===== src/rtl/blur_frame_sequencer_if.sv =====
// ---------------------------------------------------------------------------
// blur_frame_sequencer_if
//
// Purpose:
//   Bundles the three buses that blur_frame_sequencer owns. These are the
//   image block RAM read port, the blur_0 ap_ctrl_hs core port and the
//   valid/ready result stream towards the VGA output stage.
//
// Signals:
//   bram_addr   RAM read address                       (sequencer -> RAM)
//   bram_dout   96-bit RAM word                        (RAM -> sequencer)
//   win_pixels  latched 3x3 window {c,l,r,u,d,lu,ld,ru,rd}
//                                                      (sequencer -> core)
//   ap_start    core start                             (sequencer -> core)
//   ap_ready    core accepted inputs                   (core -> sequencer)
//   ap_done     core result valid, single cycle        (core -> sequencer)
//   core_out    core out_pixel                         (core -> sequencer)
//   out_valid   result available                       (sequencer -> sink)
//   out_ready   sink accepts result                    (sink -> sequencer)
//   out_pixel   blurred grey value                     (sequencer -> sink)
//   out_addr    pixel index of out_pixel               (sequencer -> sink)
//
// Modports:
//   master  the sequencer side
//   slave   the environment side (RAM, core and sink)
// ---------------------------------------------------------------------------
interface blur_frame_sequencer_if #(
    parameter int ADDR_W = 15
);
    logic [ADDR_W-1:0] bram_addr;
    logic [95:0]       bram_dout;
    logic [71:0]       win_pixels;
    logic              ap_start;
    logic              ap_ready;
    logic              ap_done;
    logic [7:0]        core_out;
    logic              out_valid;
    logic              out_ready;
    logic [7:0]        out_pixel;
    logic [ADDR_W-1:0] out_addr;

    modport master (
        output bram_addr,
        input  bram_dout,
        output win_pixels,
        output ap_start,
        input  ap_ready,
        input  ap_done,
        input  core_out,
        output out_valid,
        input  out_ready,
        output out_pixel,
        output out_addr
    );

    modport slave (
        input  bram_addr,
        output bram_dout,
        input  win_pixels,
        input  ap_start,
        output ap_ready,
        output ap_done,
        output core_out,
        input  out_valid,
        output out_ready,
        input  out_pixel,
        input  out_addr
    );
endinterface


===== src/rtl/blur_frame_sequencer.sv =====
// ---------------------------------------------------------------------------
// blur_frame_sequencer
//
// Purpose:
//   Walks the blur_0 HLS core (ap_ctrl_hs) over one stored frame. For every
//   pixel it performs these steps in order:
//     - read the 96-bit neighbourhood word from the image block RAM
//     - latch the 3x3 window
//     - run one ap_start/ap_done transaction
//     - present the result on a valid/ready stream for the VGA output stage
//   A watchdog keeps a stuck core from hanging the frame. A timed-out pixel is
//   emitted as 0 and the sticky timeout_err flag is raised.
//
// Parameters:
//   NUM_PIX   pixels per frame, addresses 0..NUM_PIX-1
//   ADDR_W    block RAM address width
//   BRAM_LAT  cycles from a bram_addr change to valid bram_dout (1..3)
//   TIMEOUT   max cycles spent in LAUNCH+WAIT before the pixel is abandoned
//
// Ports:
//   clock        single clock for RAM, core and this block
//   reset        synchronous, active-high
//   frame_go     1-cycle pulse, start a frame at address 0 (ignored when busy)
//   abort        level, stop at the next safe point (FETCH or EMIT handshake)
//   bus          blur_frame_sequencer_if.master (RAM, core and result stream)
//   busy         high in every state except IDLE
//   frame_done   1-cycle pulse after the last accepted pixel or after an abort
//   timeout_err  sticky watchdog flag, cleared by reset or an accepted frame_go
// ---------------------------------------------------------------------------
module blur_frame_sequencer #(
    parameter int NUM_PIX  = 18400,
    parameter int ADDR_W   = 15,
    parameter int BRAM_LAT = 1,
    parameter int TIMEOUT  = 255
) (
    input  logic clock,
    input  logic reset,
    input  logic frame_go,
    input  logic abort,
    blur_frame_sequencer_if.master bus,
    output logic busy,
    output logic frame_done,
    output logic timeout_err
);

    localparam int LAT_W = $clog2(BRAM_LAT + 1);
    localparam int WD_W  = $clog2(TIMEOUT + 1);

    localparam logic [ADDR_W-1:0] LAST_PIX = ADDR_W'(NUM_PIX - 1);
    localparam logic [LAT_W-1:0]  LAT_LAST = LAT_W'(BRAM_LAT);
    localparam logic [WD_W-1:0]   WD_LAST  = WD_W'(TIMEOUT - 1);

    typedef enum logic [2:0] {
        IDLE,
        FETCH,
        LAUNCH,
        WAIT,
        EMIT
    } state_t;

    state_t state;
    state_t next_state;

    logic [ADDR_W-1:0] pix;
    logic [ADDR_W-1:0] bram_addr_q;
    logic [LAT_W-1:0]  lat_cnt;
    logic [WD_W-1:0]   wd_cnt;
    logic [71:0]       win_q;
    logic [7:0]        out_pixel_q;
    logic [ADDR_W-1:0] out_addr_q;
    logic              frame_done_q;
    logic              timeout_err_q;

    // Single-cycle strobes from the FSM to the datapath.
    logic start_frame;
    logic latch_win;
    logic lat_inc;
    logic wd_inc;
    logic core_capture;
    logic wd_expire;
    logic pix_advance;
    logic end_frame;

    logic ap_start_c;
    logic out_valid_c;
    logic busy_c;

    // The RGB part of the RAM word belongs to another consumer.
    logic [23:0] unused_rgb;
    assign unused_rgb = bus.bram_dout[23:0];

    // State register. A mid-frame reset drops straight back to IDLE and does
    // not produce a frame_done pulse, because frame_done_q is also cleared.
    always_ff @(posedge clock) begin
        if (reset) begin
            state <= IDLE;
        end else begin
            state <= next_state;
        end
    end

    // Next-state logic and the Moore outputs. The datapath below only reacts
    // to the strobes raised here, so every decision lives in this block.
    // The watchdog is tested after ap_ready/ap_done. A core that answers in
    // the last allowed cycle therefore still gets its result through.
    always_comb begin
        next_state   = state;
        start_frame  = 1'b0;
        latch_win    = 1'b0;
        lat_inc      = 1'b0;
        wd_inc       = 1'b0;
        core_capture = 1'b0;
        wd_expire    = 1'b0;
        pix_advance  = 1'b0;
        end_frame    = 1'b0;
        ap_start_c   = 1'b0;
        out_valid_c  = 1'b0;
        busy_c       = 1'b1;

        case (state)
            IDLE: begin
                busy_c = 1'b0;
                if (frame_go) begin
                    start_frame = 1'b1;
                    next_state  = FETCH;
                end
            end

            FETCH: begin
                if (abort) begin
                    end_frame  = 1'b1;
                    next_state = IDLE;
                end else if (lat_cnt == LAT_LAST) begin
                    latch_win  = 1'b1;
                    next_state = LAUNCH;
                end else begin
                    lat_inc = 1'b1;
                end
            end

            LAUNCH: begin
                ap_start_c = 1'b1;
                if (bus.ap_ready && bus.ap_done) begin
                    core_capture = 1'b1;
                    next_state   = EMIT;
                end else if (bus.ap_ready) begin
                    wd_inc     = 1'b1;
                    next_state = WAIT;
                end else if (wd_cnt >= WD_LAST) begin
                    wd_expire  = 1'b1;
                    next_state = EMIT;
                end else begin
                    wd_inc = 1'b1;
                end
            end

            WAIT: begin
                if (bus.ap_done) begin
                    core_capture = 1'b1;
                    next_state   = EMIT;
                end else if (wd_cnt >= WD_LAST) begin
                    wd_expire  = 1'b1;
                    next_state = EMIT;
                end else begin
                    wd_inc = 1'b1;
                end
            end

            EMIT: begin
                out_valid_c = 1'b1;
                if (bus.out_ready) begin
                    if ((pix == LAST_PIX) || abort) begin
                        end_frame  = 1'b1;
                        next_state = IDLE;
                    end else begin
                        pix_advance = 1'b1;
                        next_state  = FETCH;
                    end
                end
            end

            default: begin
                next_state = IDLE;
            end
        endcase
    end

    // Datapath registers. The FETCH counter runs from 0 to BRAM_LAT, which
    // is BRAM_LAT+1 cycles. The first cycle is the one where the freshly
    // registered address reaches the RAM. The RAM word is sampled only after
    // that address has been in place for a full BRAM_LAT cycles.
    // pix only advances while it is below LAST_PIX. This keeps bram_addr
    // inside the frame. The address is also returned to 0 on every frame end.
    always_ff @(posedge clock) begin
        if (reset) begin
            pix           <= '0;
            bram_addr_q   <= '0;
            lat_cnt       <= '0;
            wd_cnt        <= '0;
            win_q         <= '0;
            out_pixel_q   <= '0;
            out_addr_q    <= '0;
            frame_done_q  <= 1'b0;
            timeout_err_q <= 1'b0;
        end else begin
            frame_done_q <= end_frame;

            if (start_frame) begin
                pix           <= '0;
                bram_addr_q   <= '0;
                lat_cnt       <= '0;
                timeout_err_q <= 1'b0;
            end

            if (lat_inc) begin
                lat_cnt <= lat_cnt + LAT_W'(1);
            end

            if (latch_win) begin
                win_q  <= bus.bram_dout[95:24];
                wd_cnt <= '0;
            end

            if (wd_inc) begin
                wd_cnt <= wd_cnt + WD_W'(1);
            end

            if (core_capture) begin
                out_pixel_q <= bus.core_out;
                out_addr_q  <= pix;
            end

            if (wd_expire) begin
                out_pixel_q   <= '0;
                out_addr_q    <= pix;
                timeout_err_q <= 1'b1;
            end

            if (pix_advance) begin
                pix         <= pix + ADDR_W'(1);
                bram_addr_q <= pix + ADDR_W'(1);
                lat_cnt     <= '0;
            end

            if (end_frame) begin
                bram_addr_q <= '0;
                lat_cnt     <= '0;
                wd_cnt      <= '0;
            end
        end
    end

    assign bus.bram_addr  = bram_addr_q;
    assign bus.win_pixels = win_q;
    assign bus.ap_start   = ap_start_c;
    assign bus.out_valid  = out_valid_c;
    assign bus.out_pixel  = out_pixel_q;
    assign bus.out_addr   = out_addr_q;
    assign busy           = busy_c;
    assign frame_done     = frame_done_q;
    assign timeout_err    = timeout_err_q;

endmodule

===== src/flat_wrapper.sv =====
// flat-port wrapper written by rule: the top's interface ports become plain ports
module blur_frame_sequencer_flat 
#(
    parameter int NUM_PIX  = 18400,
    parameter int ADDR_W   = 15,
    parameter int BRAM_LAT = 1,
    parameter int TIMEOUT  = 255
)
  (clock, reset, frame_go, abort, busy, frame_done, timeout_err, bus_bram_addr, bus_bram_dout, bus_win_pixels, bus_ap_start, bus_ap_ready, bus_ap_done, bus_core_out, bus_out_valid, bus_out_ready, bus_out_pixel, bus_out_addr);
  blur_frame_sequencer_if #(.ADDR_W(ADDR_W)) bus_i ();
  input  logic clock;
  input  logic reset;
  input  logic frame_go;
  input  logic abort;
  output logic busy;
  output logic frame_done;
  output logic timeout_err;
  output wire logic [$bits(bus_i.bram_addr)-1:0] bus_bram_addr;
  input wire logic [$bits(bus_i.bram_dout)-1:0] bus_bram_dout;
  output wire logic [$bits(bus_i.win_pixels)-1:0] bus_win_pixels;
  output wire logic [$bits(bus_i.ap_start)-1:0] bus_ap_start;
  input wire logic [$bits(bus_i.ap_ready)-1:0] bus_ap_ready;
  input wire logic [$bits(bus_i.ap_done)-1:0] bus_ap_done;
  input wire logic [$bits(bus_i.core_out)-1:0] bus_core_out;
  output wire logic [$bits(bus_i.out_valid)-1:0] bus_out_valid;
  input wire logic [$bits(bus_i.out_ready)-1:0] bus_out_ready;
  output wire logic [$bits(bus_i.out_pixel)-1:0] bus_out_pixel;
  output wire logic [$bits(bus_i.out_addr)-1:0] bus_out_addr;
  assign bus_bram_addr = bus_i.bram_addr;
  assign bus_i.bram_dout = bus_bram_dout;
  assign bus_win_pixels = bus_i.win_pixels;
  assign bus_ap_start = bus_i.ap_start;
  assign bus_i.ap_ready = bus_ap_ready;
  assign bus_i.ap_done = bus_ap_done;
  assign bus_i.core_out = bus_core_out;
  assign bus_out_valid = bus_i.out_valid;
  assign bus_i.out_ready = bus_out_ready;
  assign bus_out_pixel = bus_i.out_pixel;
  assign bus_out_addr = bus_i.out_addr;
  blur_frame_sequencer #(.NUM_PIX(NUM_PIX), .ADDR_W(ADDR_W), .BRAM_LAT(BRAM_LAT), .TIMEOUT(TIMEOUT)) u_core (.clock(clock), .reset(reset), .frame_go(frame_go), .abort(abort), .bus(bus_i), .busy(busy), .frame_done(frame_done), .timeout_err(timeout_err));
endmodule

===== config.mk =====
export PLATFORM = sky130hd
export DESIGN_NAME = blur_frame_sequencer_flat
export DESIGN_NICKNAME = d
export VERILOG_FILES = /design/src/rtl/blur_frame_sequencer_if.sv /design/src/rtl/blur_frame_sequencer.sv /design/src/flat_wrapper.sv
export SDC_FILE = /design/constraint.sdc
export NUM_CORES = 1
export LEC_CHECK = 0
export CELL_PAD_IN_SITES_DETAIL_PLACEMENT = 0
export CELL_PAD_IN_SITES_GLOBAL_PLACEMENT = 1
export CORE_MARGIN = 5
export CORE_UTILIZATION = 28
export CTS_BUF_LIST = sky130_fd_sc_hd__clkbuf_2
export DETAILED_ROUTE_END_ITERATION = 10
export HOLD_SLACK_MARGIN = 0.12
export PLACE_DENSITY_LB_ADDON = 0.08
export SYNTH_ARGS = -nofsm -noshare
export SYNTH_HDL_FRONTEND = slang
export SYNTH_SLANG_ARGS = --single-unit
export TNS_END_PERCENT = 50

===== constraint.sdc =====
create_clock -name clock -period 1.9 [get_ports clock]
set_clock_uncertainty 0.15 [all_clocks]
set_input_delay 0.38 -clock clock [delete_from_list [all_inputs] [get_ports clock]]
set_output_delay 0.38 -clock clock [all_outputs]
set_load 0.005 [all_outputs]

; Yosys cells after proc, flatten, opt, wreduce, memory -nomap -nowiden
; Cells that the tools add are included.
[word_totals]
ff_bits = 139
word_cells = 84
inputBits = 111
[classes]
n_lt_le_gt_ge = 1
muxes = 50
addsub = 3
eq_ne = 8
reduce_logical = 12
[op_table]
columns = operator, count
row1 = 2-to-1 mux 15 bit, 4
row2 = 2-to-1 mux 1 bit, 31
row3 = 2-to-1 mux 3 bit, 8
row4 = 2-to-1 mux 8 bit, 2
row5 = adder 15 x 1 -> 15 bit (second input constant), 1
row6 = equality test 15 bit (second input constant), 1
row7 = one-hot mux 3 bit (5 select lines), 1
row8 = nonzero test 2 bit, 5
row9 = adder 8 x 1 -> 8 bit (second input constant), 1
row10 = greater-or-equal comparator 8 bit (second input constant), 1
row11 = one-hot mux 1 bit (2 select lines), 4
row12 = equality test 3 x 2 -> 1 bit (second input constant), 2
row13 = != test 2 bit (second input constant), 2
row14 = OR reduction 2 bit, 2
row15 = equality test 3 x 1 -> 1 bit (second input constant), 1
row16 = equality test 3 bit (second input constant), 1
row17 = logical NOT 3 bit, 1
row18 = != test 3 x 2 -> 1 bit (second input constant), 1
row19 = AND reduction 3 bit, 1
row20 = OR reduction 3 bit, 1
row21 = adder 1 bit (second input constant), 1
row22 = logical AND 1 bit, 1
row23 = logical OR 1 bit, 1

; Depth between registers and ports, before layout
[depth]
word_depth = 6
ltp_mapped = 8
ltp_nobuf = 7

; Worst setup path before layout
; No wires, ideal clock.
[synth_path]
path_kind = reg-to-reg
start = register u_core.wd_cnt[0]
end = register u_core.wd_cnt[6]
path_buffers = 0
path_slack_ns = -0.092
setup_time_ns = 0.074
synth_period_minus_slack_ns = 1.992
arrival_ns = 1.768
required_time_ns = 1.676
path_stages_with_launch = 8
cell_sequence = dfxtp_1 inv_1 ha_1 o211a_1 a22oi_4 o21ai_2 or3_1 a31oi_1
[synth_via]
elab_chain_cells = 6
word_cells_on_any_way = 9
classes_between = add/sub: 1 / order compare: 1 / mux: 6 / reduce/logical: 1
[synth_rtl]
columns = item, line_no
row1 = "start, declared", blur_frame_sequencer.sv:67  ; logic [WD_W-1:0] wd_cnt;
row2 = "start signal, assigned", blur_frame_sequencer.sv:225  ; wd_cnt <= wd_cnt + WD_W'(1);
row3 = greater-or-equal comparator 8 bit, "blur_frame_sequencer.sv:149, blur_frame_sequencer.sv:161"
row4 = 2-to-1 mux 1 bit, "blur_frame_sequencer.sv:149, blur_frame_sequencer.sv:161"
row5 = 2-to-1 mux 1 bit, blur_frame_sequencer.sv:146  ; end else if (bus.ap_ready) begin
row6 = 2-to-1 mux 1 bit, blur_frame_sequencer.sv:143  ; if (bus.ap_ready && bus.ap_done) begin
row7 = one-hot mux 1 bit (2 select lines), blur_frame_sequencer.sv:120  ; case (state)
row8 = 2-to-1 mux 8 bit or nonzero test 2 bit (tied branches), n/a
; Parallel ways exist; a longest one is shown, timed or not.
; A chain may end at the register's enable or synchronous reset.

; Final worst setup path
[layout_path]
start = register u_core.state[2]
end = output port busy
[layout_via]
elab_chain_cells = 2
[layout_rtl]
columns = item, line_no
row1 = "start, declared", blur_frame_sequencer.sv:61  ; state_t state;
row2 = "start signal, assigned", blur_frame_sequencer.sv:98  ; state <= next_state;
row3 = logical NOT 3 bit, blur_frame_sequencer.sv:120
row4 = 2-to-1 mux 1 bit, blur_frame_sequencer.sv:120
row5 = "end, declared", flat_wrapper.sv:15  ; output logic busy;
; Every way passes these cells.

==> flow_metrics.env <==
export IMPL_status="finished with violations"
export IMPL_violations="negative setup slack"
export IMPL_synth_most_common_cell="nand2_1"
export IMPL_crit_arrival_ns=1.65
export IMPL_gr_total_overflow=0
export IMPL_antenna_found_initial=1
export IMPL_finalSetupViolCount=107
export IMPL_drt_iter0_drc=172
export IMPL_track_usage_pct=16.16
export IMPL_timing_hold_ws_ns=0.3145
export IMPL_cts_buffer_depth=2
export IMPL_clk_root_buffer_cell="clkbuf_2"
export IMPL_ios=226
export IMPL_hp_start="u_core.bus.win_pixels[38]"
export IMPL_yosysTopAreaCell="dfxtp_1"
export IMPL_finalCriticalPeriod_ns=2.184
export IMPL_routedWlPerCell_um=15.96
export IMPL_ys_types=47
export IMPL_hold_path_class="reg2reg"
export IMPL_cts_made_buffers=17
export IMPL_syn_to_final_growth_pct=84.39
export IMPL_cp_max_fo=2
export IMPL_fin_tns_setup_ns=-5.244
export IMPL_drtAntennaViolNets=0
export IMPL_post_route_cells_drive_above_1_share_pct=36.82
export IMPL_crit_required_ns=1.37
export IMPL_vdd_drop_max_mv=0.2652
export IMPL_nets=1127
export IMPL_grt_pass1_vias=5895
export IMPL_powerDensity_mw_per_mm2=508.7
export IMPL_clk_latency_ns=0.69
export IMPL_dieArea_mm2=0.02251
export IMPL_core_mm2=0.01940
export IMPL_r2r_end="u_core.wd_cnt[6]"
export IMPL_grt_max_degree=56
export IMPL_wl_mm=20.59
export IMPL_gp_congestion=0.7727
export IMPL_post_route_util_pct=52.19
export IMPL_place_ws_ns=-0.3502
export IMPL_drv_slew=0
export IMPL_first_pass_iters=5
export IMPL_rrSetupSlack_ns=-0.11
export IMPL_tightest_slew_ns=0.4878
export IMPL_p_total_uw=5150
export IMPL_worst_r2r_cell_count=8
export IMPL_grt_pass1_wl_mm=29.33
export IMPL_cts_sinks=139
export IMPL_fin_crit_sh_pct=115.0
export IMPL_vias=5896
export IMPL_crit_path_start_kind="flop"
export IMPL_synthCells=654
export IMPL_critPathKind="reg2out"
export IMPL_avgSynthCellArea_um2=8.395
export IMPL_avgViaCountPerCell=4.571
export IMPL_cts_max_level=4
export IMPL_drc=0
export IMPL_io_buffers=201
export IMPL_worst_path_buf_inv=2
export IMPL_endpoint_kind="primary output"
export IMPL_cp_slowest_cell="dfxtp_2"
export IMPL_crit_chain="buf_12, or3_4, buf_6"
export IMPL_yosysTopAreaCellShare_pct=50.68
export IMPL_max_stage_delay_ns=0.38
export IMPL_clkTransAtPathRegs_ns=0.19
export IMPL_hold_path_cell_count=2
export IMPL_min_to="u_core.bus.win_pixels[38]"
export IMPL_rsz0062_at_grt="yes"
export IMPL_r2r_start="u_core.state[2]"
export IMPL_fmax_ghz=0.4578
export IMPL_synth_top_cells_by_area="dfxtp_1, nand2_1, a21oi_1"
export IMPL_synth_edff_count=0
export IMPL_die_x_um=150.0
export IMPL_drv_cap=0
export IMPL_hold_violations=0
export IMPL_cts_tree="done"
export IMPL_synth_area_mm2=0.005490
export IMPL_relSlewSlack_pct=67.48
export IMPL_syn_nets=768
export IMPL_ys_warn_count=0
export IMPL_die_y_um=150.0
export IMPL_rows=51
export IMPL_fin_ws_ns=-0.2845
export IMPL_ys_flop_type="dfxtp_1"
export IMPL_async_flop_share_pct=0
export IMPL_initial_utilization_pct=28.30
export IMPL_synth_top_cells_by_count="nand2_1, dfxtp_1, a21oi_1"
export IMPL_leakage_uw=0.003833
export IMPL_crit_family="flip-flops"
export IMPL_synth_seq_area_share_pct=50.68
export IMPL_dp_hpwl_mm=12.57
export IMPL_ys_ff_latch=139
==> power breakdown <==
| part | switching (uW) | internal (uW) | total [uW] |
|---|---|---|---|
| Sequential | 20.3 | 2940 | 2960 |
| Clock | 1050 | 451 | 1500 |
| Combinational | 269 | 426 | 695 |
| Total | 1330 | 3820 | 5150 |
==> cells in the final DEF, fill, tap and decap left out, types with 20 or more instances in the layout <==
| master | count |
|---|---|
| nand2_1 | 157 |
| dfxtp_2 | 116 |
| clkdlybuf4s50_1 | 85 |
| dlygate4sd3_1 | 81 |
| a21oi_1 | 79 |
| clkdlybuf4s15_1 | 70 |
| buf_4 | 64 |
| clkbuf_2 | 51 |
| nand3_1 | 39 |
| a21oi_2 | 32 |
| nor2_1 | 32 |
| dfxtp_1 | 22 |
| mux2i_1 | 20 |
==> cells by family after synthesis <==
group           after synthesis  synth area share (%)
simple gates                292                 23.91
compound gates              129                 13.06
xor+xnor                     15                 2.393
fa+ha+maj                     3                0.6838
buf+inv                      51                 4.672
flops                       139                 50.68
mux                          25                 4.603
==> worst register-to-register path, stage by stage, from the launching register on <==
cell	delay [ns]
dfxtp_2	0.38
buf_4	0.14
nor3b_4	0.14
buf_4	0.14
buf_6	0.11
and2_4	0.15
a221o_2	0.42
buf_12	0.18
a31oi_2	0.14
==> area by class of cell <==
class | count | area (um^2)
fillers | 1847 | 9275
inverters | 3 | 11.26
clock buffers | 20 | 100.1
diodes | 1 | 2.502
flip-flops and latches | 139 | 2932
clock inverters | 10 | 78.83
multi-input cells | 464 | 2781
well taps | 265 | 331.6
repair buffers | 388 | 3886
==> flip-flops by register name (all words and copies together) (netlist names), 3 cells and up <==
name                   flops
u_core.bus.out_pixel       8
u_core.state               3
u_core.pix                15
u_core.bus.win_pixels     72
u_core.bus.bram_addr      15
u_core.wd_cnt              8
u_core.bus.out_addr       15
==> stage by stage <==
stage	instance area [um^2]	instances
4_1_cts	9399	1253
5_1_grt	10120	1290
3_5_place_dp	8180	1134
2_1_floorplan	5502	654
6_report	10120	1290
3_3_place_gp	8180	1134
==> worst max-delay path by stage <==
stage | start | to | slack [ns] | depth (start not counted)
floorplan | u_core.wd_cnt[0] | u_core.wd_cnt[6] | -0.01 | 7
global placement | bus_ap_ready | u_core.bus.out_addr[0] | -0.27 | 8
detailed placement | bus_ap_ready | u_core.bus.out_addr[11] | -0.35 | 8
CTS | u_core.state[2] | busy | -0.39 | 3
global route | u_core.state[2] | busy | -0.42 | 3
finish | u_core.state[2] | busy | -0.28 | 3
==> timing repair <==
action | CTS | global route
pin swaps | 3 | 11
setup buffers | 8 | 20
hold buffers | 81 | 0
cloned | 0 | 17
gates resized for setup | 359 | 135
endpoints found under the setup margin | 143 | 240
hold endpoints to repair | 139 | 0
==> layer usage <==
metal | vias to the layer above | wire length [um] | global-route usage, %
met5 | - | 0 | 0
met4 | 0 | 337 | 4.666
met3 | 25 | 1303 | 6.269
met2 | 164 | 10030 | 27.24
met1 | 2774 | 8916 | 19.10
li1 | 2933 | - | -
Power figures use the tool's default switching activity.
